<file path="config.mk">
export PLATFORM = sky130hd
export DESIGN_NAME = mult_seq_flat
export DESIGN_NICKNAME = d
export VERILOG_FILES = /design/src/rtl/mult_seq_if.sv /design/src/rtl/mult_seq.sv /design/src/flat_wrapper.sv
export SDC_FILE = /design/constraint.sdc
export NUM_CORES = 1
export LEC_CHECK = 0
export ABC_AREA = 1
export BUFFER_PORTS_ARGS = -buffer_cell sky130_fd_sc_hd__clkbuf_2
export CAP_MARGIN = 40
export CORE_ASPECT_RATIO = 0.7
export CORE_UTILIZATION = 54
export CTS_BUF_LIST = sky130_fd_sc_hd__clkbuf_4 sky130_fd_sc_hd__clkbuf_8 sky130_fd_sc_hd__clkbuf_16
export DETAILED_ROUTE_END_ITERATION = 7
export GPL_TIMING_DRIVEN = 0
export PLACE_DENSITY = 0.73
export SETUP_SLACK_MARGIN = 0.4
export SLEW_MARGIN = 20
export SYNTH_ARGS = -nofsm -noshare
export SYNTH_HDL_FRONTEND = slang
export SYNTH_SLANG_ARGS = --single-unit
</file>
<file path="constraint.sdc">
create_clock -name clk -period 4.5 [get_ports clk]
set_input_delay 0.45 -clock clk [delete_from_list [all_inputs] [get_ports clk]]
set_output_delay 0.45 -clock clk [all_outputs]
set_load 0.01 [all_outputs]
</file>
<file path="src/rtl/mult_seq_if.sv">
// Handshake and operand/result bundle for the sequential multiplier.
// The master drives the request and operands; the slave returns result and status.
interface mult_seq_if #(
  parameter int WIDTH = 12
);
  logic             Start;
  logic [WIDTH-1:0] Multiplicand;
  logic [WIDTH-1:0] Multiplier;
  logic [WIDTH-1:0] Res;
  logic             Overflow;
  logic             Busy;
  logic             Ready;

  modport master (
    output Start, Multiplicand, Multiplier,
    input  Res, Overflow, Busy, Ready
  );

  modport slave (
    input  Start, Multiplicand, Multiplier,
    output Res, Overflow, Busy, Ready
  );
endinterface

</file>
<file path="src/rtl/mult_seq.sv">
// Unsigned radix-2 shift-add multiplier, one multiplier bit per cycle,
// with the product saturated to WIDTH bits and an overflow flag.
module mult_seq #(
  parameter int WIDTH = 12
) (
  input  logic        clk,
  input  logic        reset,
  mult_seq_if.slave   bus
);

  localparam int CNT_W = $clog2(WIDTH + 1);

  typedef enum logic [1:0] {
    IDLE = 2'd0,
    CALC = 2'd1,
    DONE = 2'd2
  } state_t;

  state_t             state_q,  state_d;
  logic [2*WIDTH-1:0] acc_q,    acc_d;
  logic [2*WIDTH-1:0] mcand_q,  mcand_d;
  logic [WIDTH-1:0]   mplier_q, mplier_d;
  logic [CNT_W-1:0]   cnt_q,    cnt_d;
  logic [WIDTH-1:0]   res_q,    res_d;
  logic               ovf_q,    ovf_d;
  logic [2*WIDTH-1:0] acc_next;

  always_comb begin
    state_d  = state_q;
    acc_d    = acc_q;
    mcand_d  = mcand_q;
    mplier_d = mplier_q;
    cnt_d    = cnt_q;
    res_d    = res_q;
    ovf_d    = ovf_q;
    acc_next = acc_q;

    unique case (state_q)
      IDLE: begin
        if (bus.Start) begin
          mcand_d  = {{WIDTH{1'b0}}, bus.Multiplicand};
          mplier_d = bus.Multiplier;
          acc_d    = '0;
          cnt_d    = '0;
          // A zero operand needs no iterations, so the result is known now.
          if ((bus.Multiplicand == '0) || (bus.Multiplier == '0)) begin
            state_d = DONE;
            res_d   = '0;
            ovf_d   = 1'b0;
          end else begin
            state_d = CALC;
          end
        end
      end

      CALC: begin
        acc_next = mplier_q[0] ? (acc_q + mcand_q) : acc_q;
        acc_d    = acc_next;
        mcand_d  = mcand_q << 1;
        mplier_d = mplier_q >> 1;
        cnt_d    = cnt_q + 1'b1;
        if (cnt_q == CNT_W'(WIDTH - 1)) begin
          state_d = DONE;
          if (acc_next[2*WIDTH-1:WIDTH] != '0) begin
            res_d = '1;
            ovf_d = 1'b1;
          end else begin
            res_d = acc_next[WIDTH-1:0];
            ovf_d = 1'b0;
          end
        end
      end

      DONE: begin
        state_d = IDLE;
      end

      default: begin
        state_d = IDLE;
      end
    endcase
  end

  always_ff @(posedge clk) begin
    if (reset) begin
      state_q  <= IDLE;
      acc_q    <= '0;
      mcand_q  <= '0;
      mplier_q <= '0;
      cnt_q    <= '0;
      res_q    <= '0;
      ovf_q    <= 1'b0;
    end else begin
      state_q  <= state_d;
      acc_q    <= acc_d;
      mcand_q  <= mcand_d;
      mplier_q <= mplier_d;
      cnt_q    <= cnt_d;
      res_q    <= res_d;
      ovf_q    <= ovf_d;
    end
  end

  assign bus.Res      = res_q;
  assign bus.Overflow = ovf_q;
  assign bus.Busy     = (state_q == CALC);
  assign bus.Ready    = (state_q == DONE);

endmodule

</file>
<file path="src/flat_wrapper.sv">
// flat-port wrapper written by rule: the top's interface ports become plain ports
module mult_seq_flat 
#(
  parameter int WIDTH = 12
)
  (clk, reset, bus_Start, bus_Multiplicand, bus_Multiplier, bus_Res, bus_Overflow, bus_Busy, bus_Ready);
  mult_seq_if #(.WIDTH(WIDTH)) bus_i ();
  input  logic clk;
  input  logic reset;
  input wire logic [$bits(bus_i.Start)-1:0] bus_Start;
  input wire logic [$bits(bus_i.Multiplicand)-1:0] bus_Multiplicand;
  input wire logic [$bits(bus_i.Multiplier)-1:0] bus_Multiplier;
  output wire logic [$bits(bus_i.Res)-1:0] bus_Res;
  output wire logic [$bits(bus_i.Overflow)-1:0] bus_Overflow;
  output wire logic [$bits(bus_i.Busy)-1:0] bus_Busy;
  output wire logic [$bits(bus_i.Ready)-1:0] bus_Ready;
  assign bus_i.Start = bus_Start;
  assign bus_i.Multiplicand = bus_Multiplicand;
  assign bus_i.Multiplier = bus_Multiplier;
  assign bus_Res = bus_i.Res;
  assign bus_Overflow = bus_i.Overflow;
  assign bus_Busy = bus_i.Busy;
  assign bus_Ready = bus_i.Ready;
  mult_seq #(.WIDTH(WIDTH)) u_core (.clk(clk), .reset(reset), .bus(bus_i));
endmodule
</file>
# --- Word-level counts from Yosys, hierarchy flattened ---
# Index checks and enable logic that the tools add are counted.
totals:
  register_bits: 79
  in_bits: 27
  output_inout_bits: 15
  elab_cells: 47
op_classes:
  add_sub_neg: 2
  eq_ne: 6
  mux: 23
  n_reduce_logical: 9
op_table:
  columns: ["operator", "n"]
  rows:
  - ["case mux 24 bit (2 select lines)", 2]
  - ["2-to-1 mux 24 bit", 3]
  - ["2-to-1 mux 12 bit", 5]
  - ["case mux 12 bit (2 select lines)", 2]
  - ["adder 24 bit", 1]
  - ["logical NOT 12 bit", 2]
  - ["nonzero test 12 bit", 1]
  - ["case mux 4 bit (2 select lines)", 1]
  - ["2-to-1 mux 2 bit", 3]
  - ["adder 4 x 1 -> 4 bit, second input constant", 1]
  - ["equality test 4 bit, second input constant", 1]
  - ["2-to-1 mux 1 bit", 4]
  - ["2-to-1 mux 4 bit", 1]
  - ["!= test 2 x 1 -> 1 bit, second input constant", 2]
  - ["case mux 2 bit (2 select lines)", 1]
  - ["AND reduction 2 bit", 2]
  - ["AND reduction 4 bit", 1]
  - ["equality test 2 x 1 -> 1 bit, second input constant", 1]
  - ["equality test 2 bit, second input constant", 1]
  - ["logical NOT 2 bit", 1]
  - ["!= test 2 bit, second input constant", 1]
  - ["case mux 1 bit (2 select lines)", 1]
  - ["nonzero test 2 bit", 1]
  - ["logical OR 1 bit", 1]

# --- Logic depth before layout (Yosys ltp) ---
depth:
  word_depth: 6
  depth_mapped: 19
  ltp_nobuf: 18

# --- Least setup slack after synthesis ---
# OpenSTA, ideal clock, no wires.
synth_timing:
  path_type: "reg2reg"
  start: "reg u_core.mcand_q[0]"
  end: "reg u_core.res_q[0], in the netlist u_core.bus.Res[0]"
  setup_ns: 0.122
  arrival_ns: 2.094
  t_required_ns: 4.378
  setup_slack_ns: 2.285
  path_stages_with_launch: 18
  path_buffers: 1
  period_less_slack_ns: 2.215
  path_cell_list: "dfxtp_1 -> ha_1 -> fa_1 -> nand2_1 -> nand2_1 -> nand3_1 -> nand2_1 -> nand2_1 -> nand2_1 -> nand2_1 -> nand3b_1 -> nand3_1 -> nand2_1 -> nor2_2 -> nand3_2 -> nand2_4 -> buf_12 -> a21oi_2"
synth_between:
  elab_chain_len: 6
synth_rtl:
  columns: ["element", "line", "text"]
  rows:
  - ["start: declaration", "mult_seq.sv:21", "logic [2*WIDTH-1:0] mcand_q, mcand_d;"]
  - ["start signal: assignment", "mult_seq.sv:96", "mcand_q <= mcand_d;"]
  - ["adder 24 bit (*)", "mult_seq.sv:57", "acc_next = mplier_q[0] ? (acc_q + mcand_q) : acc_q;"]
  - ["2-to-1 mux 24 bit (*)", "mult_seq.sv:57", null]
  - ["nonzero test 12 bit", "mult_seq.sv:64", "if (acc_next[2*WIDTH-1:WIDTH] != '0) begin"]
  - ["2-to-1 mux 12 bit (*)", "mult_seq.sv:64", null]
  - ["2-to-1 mux 12 bit (*)", "mult_seq.sv:62", "if (cnt_q == CNT_W'(WIDTH - 1)) begin"]
  - ["case mux 12 bit (2 select lines) (*)", "mult_seq.sv:38", "unique case (state_q)"]
  - ["end signal: assignment", "mult_seq.sv:99", "res_q <= res_d;"]
  - ["end: declaration", "mult_seq.sv:24", "logic [WIDTH-1:0] res_q, res_d;"]
# Mark *: on every way between the ends. The rest lies on a longest branch, timed or not. The select of a mux whose other input is x is not followed.
# A chain may end at the register's enable or synchronous reset.

# --- Worst setup path in the final report ---
layout_timing:
  start: "reg u_core.acc_q[0]"
  end: "reg u_core.res_q[9], in the netlist u_core.bus.Res[9]"
layout_between:
  elab_chain_len: 6
layout_rtl:
  columns: ["element", "line", "text"]
  rows:
  - ["start: declaration", "mult_seq.sv:20", "logic [2*WIDTH-1:0] acc_q, acc_d;"]
  - ["start signal: assignment", "mult_seq.sv:87", "acc_q <= '0;"]
  - ["start signal: assignment", "mult_seq.sv:95", "acc_q <= acc_d;"]
  - ["adder 24 bit (*)", "mult_seq.sv:57", null]
  - ["2-to-1 mux 24 bit (*)", "mult_seq.sv:57", null]
  - ["nonzero test 12 bit", "mult_seq.sv:64", null]
  - ["2-to-1 mux 12 bit (*)", "mult_seq.sv:64", null]
  - ["2-to-1 mux 12 bit (*)", "mult_seq.sv:62", null]
  - ["case mux 12 bit (2 select lines) (*)", "mult_seq.sv:38", null]
# Marked as above.

==> summary by stage <==
CTS
The number of clock sinks is 79. After clock tree synthesis, the clock-pin slew on the worst setup and hold paths is 0.07 ns. The number of setup buffers added after CTS is 0. Gates resized during post-CTS repair numbered 0. TritonCTS built the clock tree.

The total number of H-tree levels is 3. The clock insertion delay at the later pin of the skew report is 0.34 ns. The longest clock path from root to sink contains 2 buffers. The total CTS buffers is 9. The cell at the root of the clock tree is clkbuf_16. The number of buffers inserted for hold repair after clock tree synthesis is 0.

Floorplan
The die covers 0.00990 mm2. The die is 119 um wide. For this configuration, the core starts out at a cell density of 56.1%.

The die span in y is 83.6 um. The cell row count is 29. The core area is 0.00914 mm2.

42 I/O pins were placed.

GRT
The overall track demand over capacity in global routing is 33.1%. Summed over all layers, the global routing overflow is 0. The number of antenna violations at the first check in global routing is 1. The via count of the first global-routing pass is 5,050. Entering global routing, the biggest net connects 17 pins. The wire length of the first global-routing pass is 25,400 um.

Power
Across the VDD grid, the largest voltage drop is 0.000267 V. The reported leakage power is 0.00270 uW. The post-route total power is 1980 uW. In this run the power density over the cells is 342 mW/mm2.

Logic synthesis
The number of nets handed over by synthesis was 861. The summed instance area of the synthesized netlist is 0.00513 mm2. In the synthesized netlist, the number of instances is 809.

The number of flops mapped to enable cells by yosys is 0. The Yosys step of the flow raised 0 warnings. Counting flops with an async set or reset pin after synthesis yields a share of 0%. The average cell area after synthesis is 6.34 um2. The number of distinct library cell variants in the gate-level netlist after synthesis is 38. The most used flip-flop cell after synthesis is dfxtp_1. After synthesis the netlist holds a flip-flop and latch count of 79.

The share of the yosys chip area belonging to registers is 30.8%.

Setup path
The largest fanout on the critical path is 10. The setup path with the least slack is of type register to register. The sort of element at the start of the critical path is a register. The worst setup path is captured at a register.

The data arrival time of the worst path is 3.09 ns. At the worst endpoint, the required time is 4.73 ns.

Timing
After layout, the worst setup slack is 1.65 ns. The highest attainable clock frequency is 350 MHz. Adding up every negative setup slack in the final design gives 0 ns. The relative slew slack is 55.7%. The routed design could run at a clock period as short as 2.85 ns. The count of endpoints failing setup in the final report is 0. The count of endpoints failing hold in the final timing report is 0.

Setup repair after global routing left no endpoint under its margin. Of the available clock period, the critical path in the final layout requires 63.4%. For the pin with the worst max-slew slack, the measured transition is 0.665 ns.

Clock skew on the completed layout was measured at 0.00623 ns. The final max-slew violation count is 0.

Cells and area
In the final design database the tool counted 913 nets. Compared with the post-synthesis result, the final layout area differs by 12.8%. Summing all multi-input logic gate instances after layout gives 0.00302 mm2. The register area is 0.00158 mm2. The share of layout cells above drive strength 1 is 13.2%. The repair_antennas step left the layout with diodes totalling 0. Cells fill 63.3% of the core in the end. The final-layout fill cell count is 886.

Routing
The post-detailed-route wirelength per cell is 15.8 um. The number of vias per cell is 5.66. In this run the remaining antenna-violating nets after routing total 0. In the routed design, unresolved DRC markers number 0. Wires add up to 15,600 um. For this block, the initial DRC count from the detailed router was 756.

Summing over every cut layer, the via total after detailed routing is 5,606. The first detailed-routing pass took 6 iterations.

Status
The flow ran to the end, and the final reports show no timing, DRC or antenna violations.

Placed design
The placer congestion estimate is 1.03. Detailed placement finished with a half-perimeter wire length of 12,300 um. During placement, the flow inserted port buffers numbering 41. Before CTS, the worst setup slack after placement is 1.77 ns.

Job
The number of maximum-capacitance constraint violations is 0.

Worst hold path
The tightest min-delay check is of the input port to register type.
==> layout make-up <==
class                      instances  area share [%]
multi-input combinational        604            52.1
clock buffer                      10            4.13
tap                              124            2.68
sequential                        79            27.3
timing repair buffer              41            3.54
buffer                            32            3.15
inverter                          94            6.09
clock inverter                     6            1.04
==> registers in the layout (all words and copies together), names as in the netlist <==
| name | count |
|---|---|
| u_core.state_q | 2 |
| u_core.bus.Overflow | 1 |
| u_core.mplier_q | 12 |
| u_core.cnt_q | 4 |
| u_core.acc_q | 24 |
| u_core.bus.Res | 12 |
| u_core.mcand_q | 24 |
==> cells in the final DEF, fill, tap and decap left out, drive strengths merged <==
cell type	n
fa	1
clkinv	3
a31oi	24
nor2	41
clkbuf	76
nor4	6
ha	24
nand4	6
o31ai	1
o21ai	46
or2	13
a21oi	84
nand3	56
o22ai	1
xor2	1
clkdlybuf4s50	1
inv	97
dfxtp	79
nand2	289
a211oi	1
buf	6
o311a	1
xnor2	1
nor3	5
nand3b	2
o21bai	1
==> stage by stage <==
| stage | hold WS (ns) | area, um2 | instances |
|---|---|---|---|
| after floorplan | 0.441 | 5130 | 809 |
| after global placement | 0.450 | 5490 | 974 |
| after detailed placement | 0.468 | 5490 | 974 |
| after CTS | 0.346 | 5790 | 990 |
| after global routing | 0.376 | 5790 | 990 |
| final | 0.358 | 5790 | 990 |
==> worst max-delay path: stages (launching register included) <==
cell     delay, ns
dfxtp_1       0.36
ha_1          0.26
fa_1          0.43
nand2_1       0.14
nand2_1       0.10
nand3_1       0.09
nand2_1       0.14
nand2_1       0.13
nand2_1       0.06
nand2_1       0.06
nand3_1       0.13
nand2_1       0.09
nand3_1       0.07
nor2_1        0.22
nand3_2       0.17
nand2_4       0.12
buf_12        0.14
a21oi_2       0.05
==> final timing paths <==
path,from,to,slack (ns),depth (start not counted)
worst max register to register,u_core.acc_q[0]$_SDFFE_PP0P_,u_core.bus.Res[9]$_SDFFE_PP0P_,1.65,17
worst max-delay path,u_core.acc_q[0]$_SDFFE_PP0P_,u_core.bus.Res[9]$_SDFFE_PP0P_,1.65,17
worst min register to register,u_core.mplier_q[11]$_SDFFE_PP0P_,u_core.mplier_q[11]$_SDFFE_PP0P_,0.48,2
worst min-delay path,bus_Multiplicand[0],u_core.mcand_q[0]$_SDFFE_PP0P_,0.36,3
==> cell families after synthesis <==
logic type	share of synthesized area, %
AND/OR/NAND/NOR	35.1
flip-flops	30.8
XOR/XNOR	0.341
buffers and inverters	10.4
AO/OA/AOI/OAI	17.1
adder cells (fa/ha/maj)	6.24
==> cell usage after synthesis (2+ instances only) <==
| cell | count | area share [%] |
|---|---|---|
| a21oi_1 | 74 | 7.2 |
| a21oi_2 | 10 | 1.7 |
| a31oi_1 | 24 | 2.9 |
| buf_1 | 3 | 0.22 |
| clkbuf_1 | 22 | 1.6 |
| clkbuf_8 | 3 | 0.80 |
| dfxtp_1 | 79 | 31 |
| ha_1 | 24 | 5.9 |
| inv_1 | 89 | 6.5 |
| inv_2 | 4 | 0.29 |
| nand2_1 | 279 | 20 |
| nand2_2 | 9 | 1.1 |
| nand3_1 | 54 | 5.3 |
| nand3_2 | 2 | 0.39 |
| nand3b_1 | 2 | 0.29 |
| nand4_1 | 6 | 0.73 |
| nor2_1 | 31 | 2.3 |
| nor2_2 | 7 | 0.85 |
| nor2_4 | 3 | 0.66 |
| nor3_1 | 4 | 0.39 |
| nor4_1 | 6 | 0.73 |
| o21ai_0 | 46 | 4.5 |
| or2_2 | 13 | 1.6 |
==> report_power, final <==
part | switching [uW] | internal, uW | total [uW]
Clock | 324 | 402 | 726
Sequential | 39.7 | 751 | 791
Combinational | 315 | 148 | 463
Total | 679 | 1300 | 1980
==> layer usage <==
metal	share of wire [%]	vias to the layer above	GRT usage [%]
met5	0	-	0
met4	1.5	0	8.40
met3	11	27	9.36
met2	37	266	44.4
met1	50	2581	50.7
li1	-	2732	-
(Power assumes the default switching activity.)
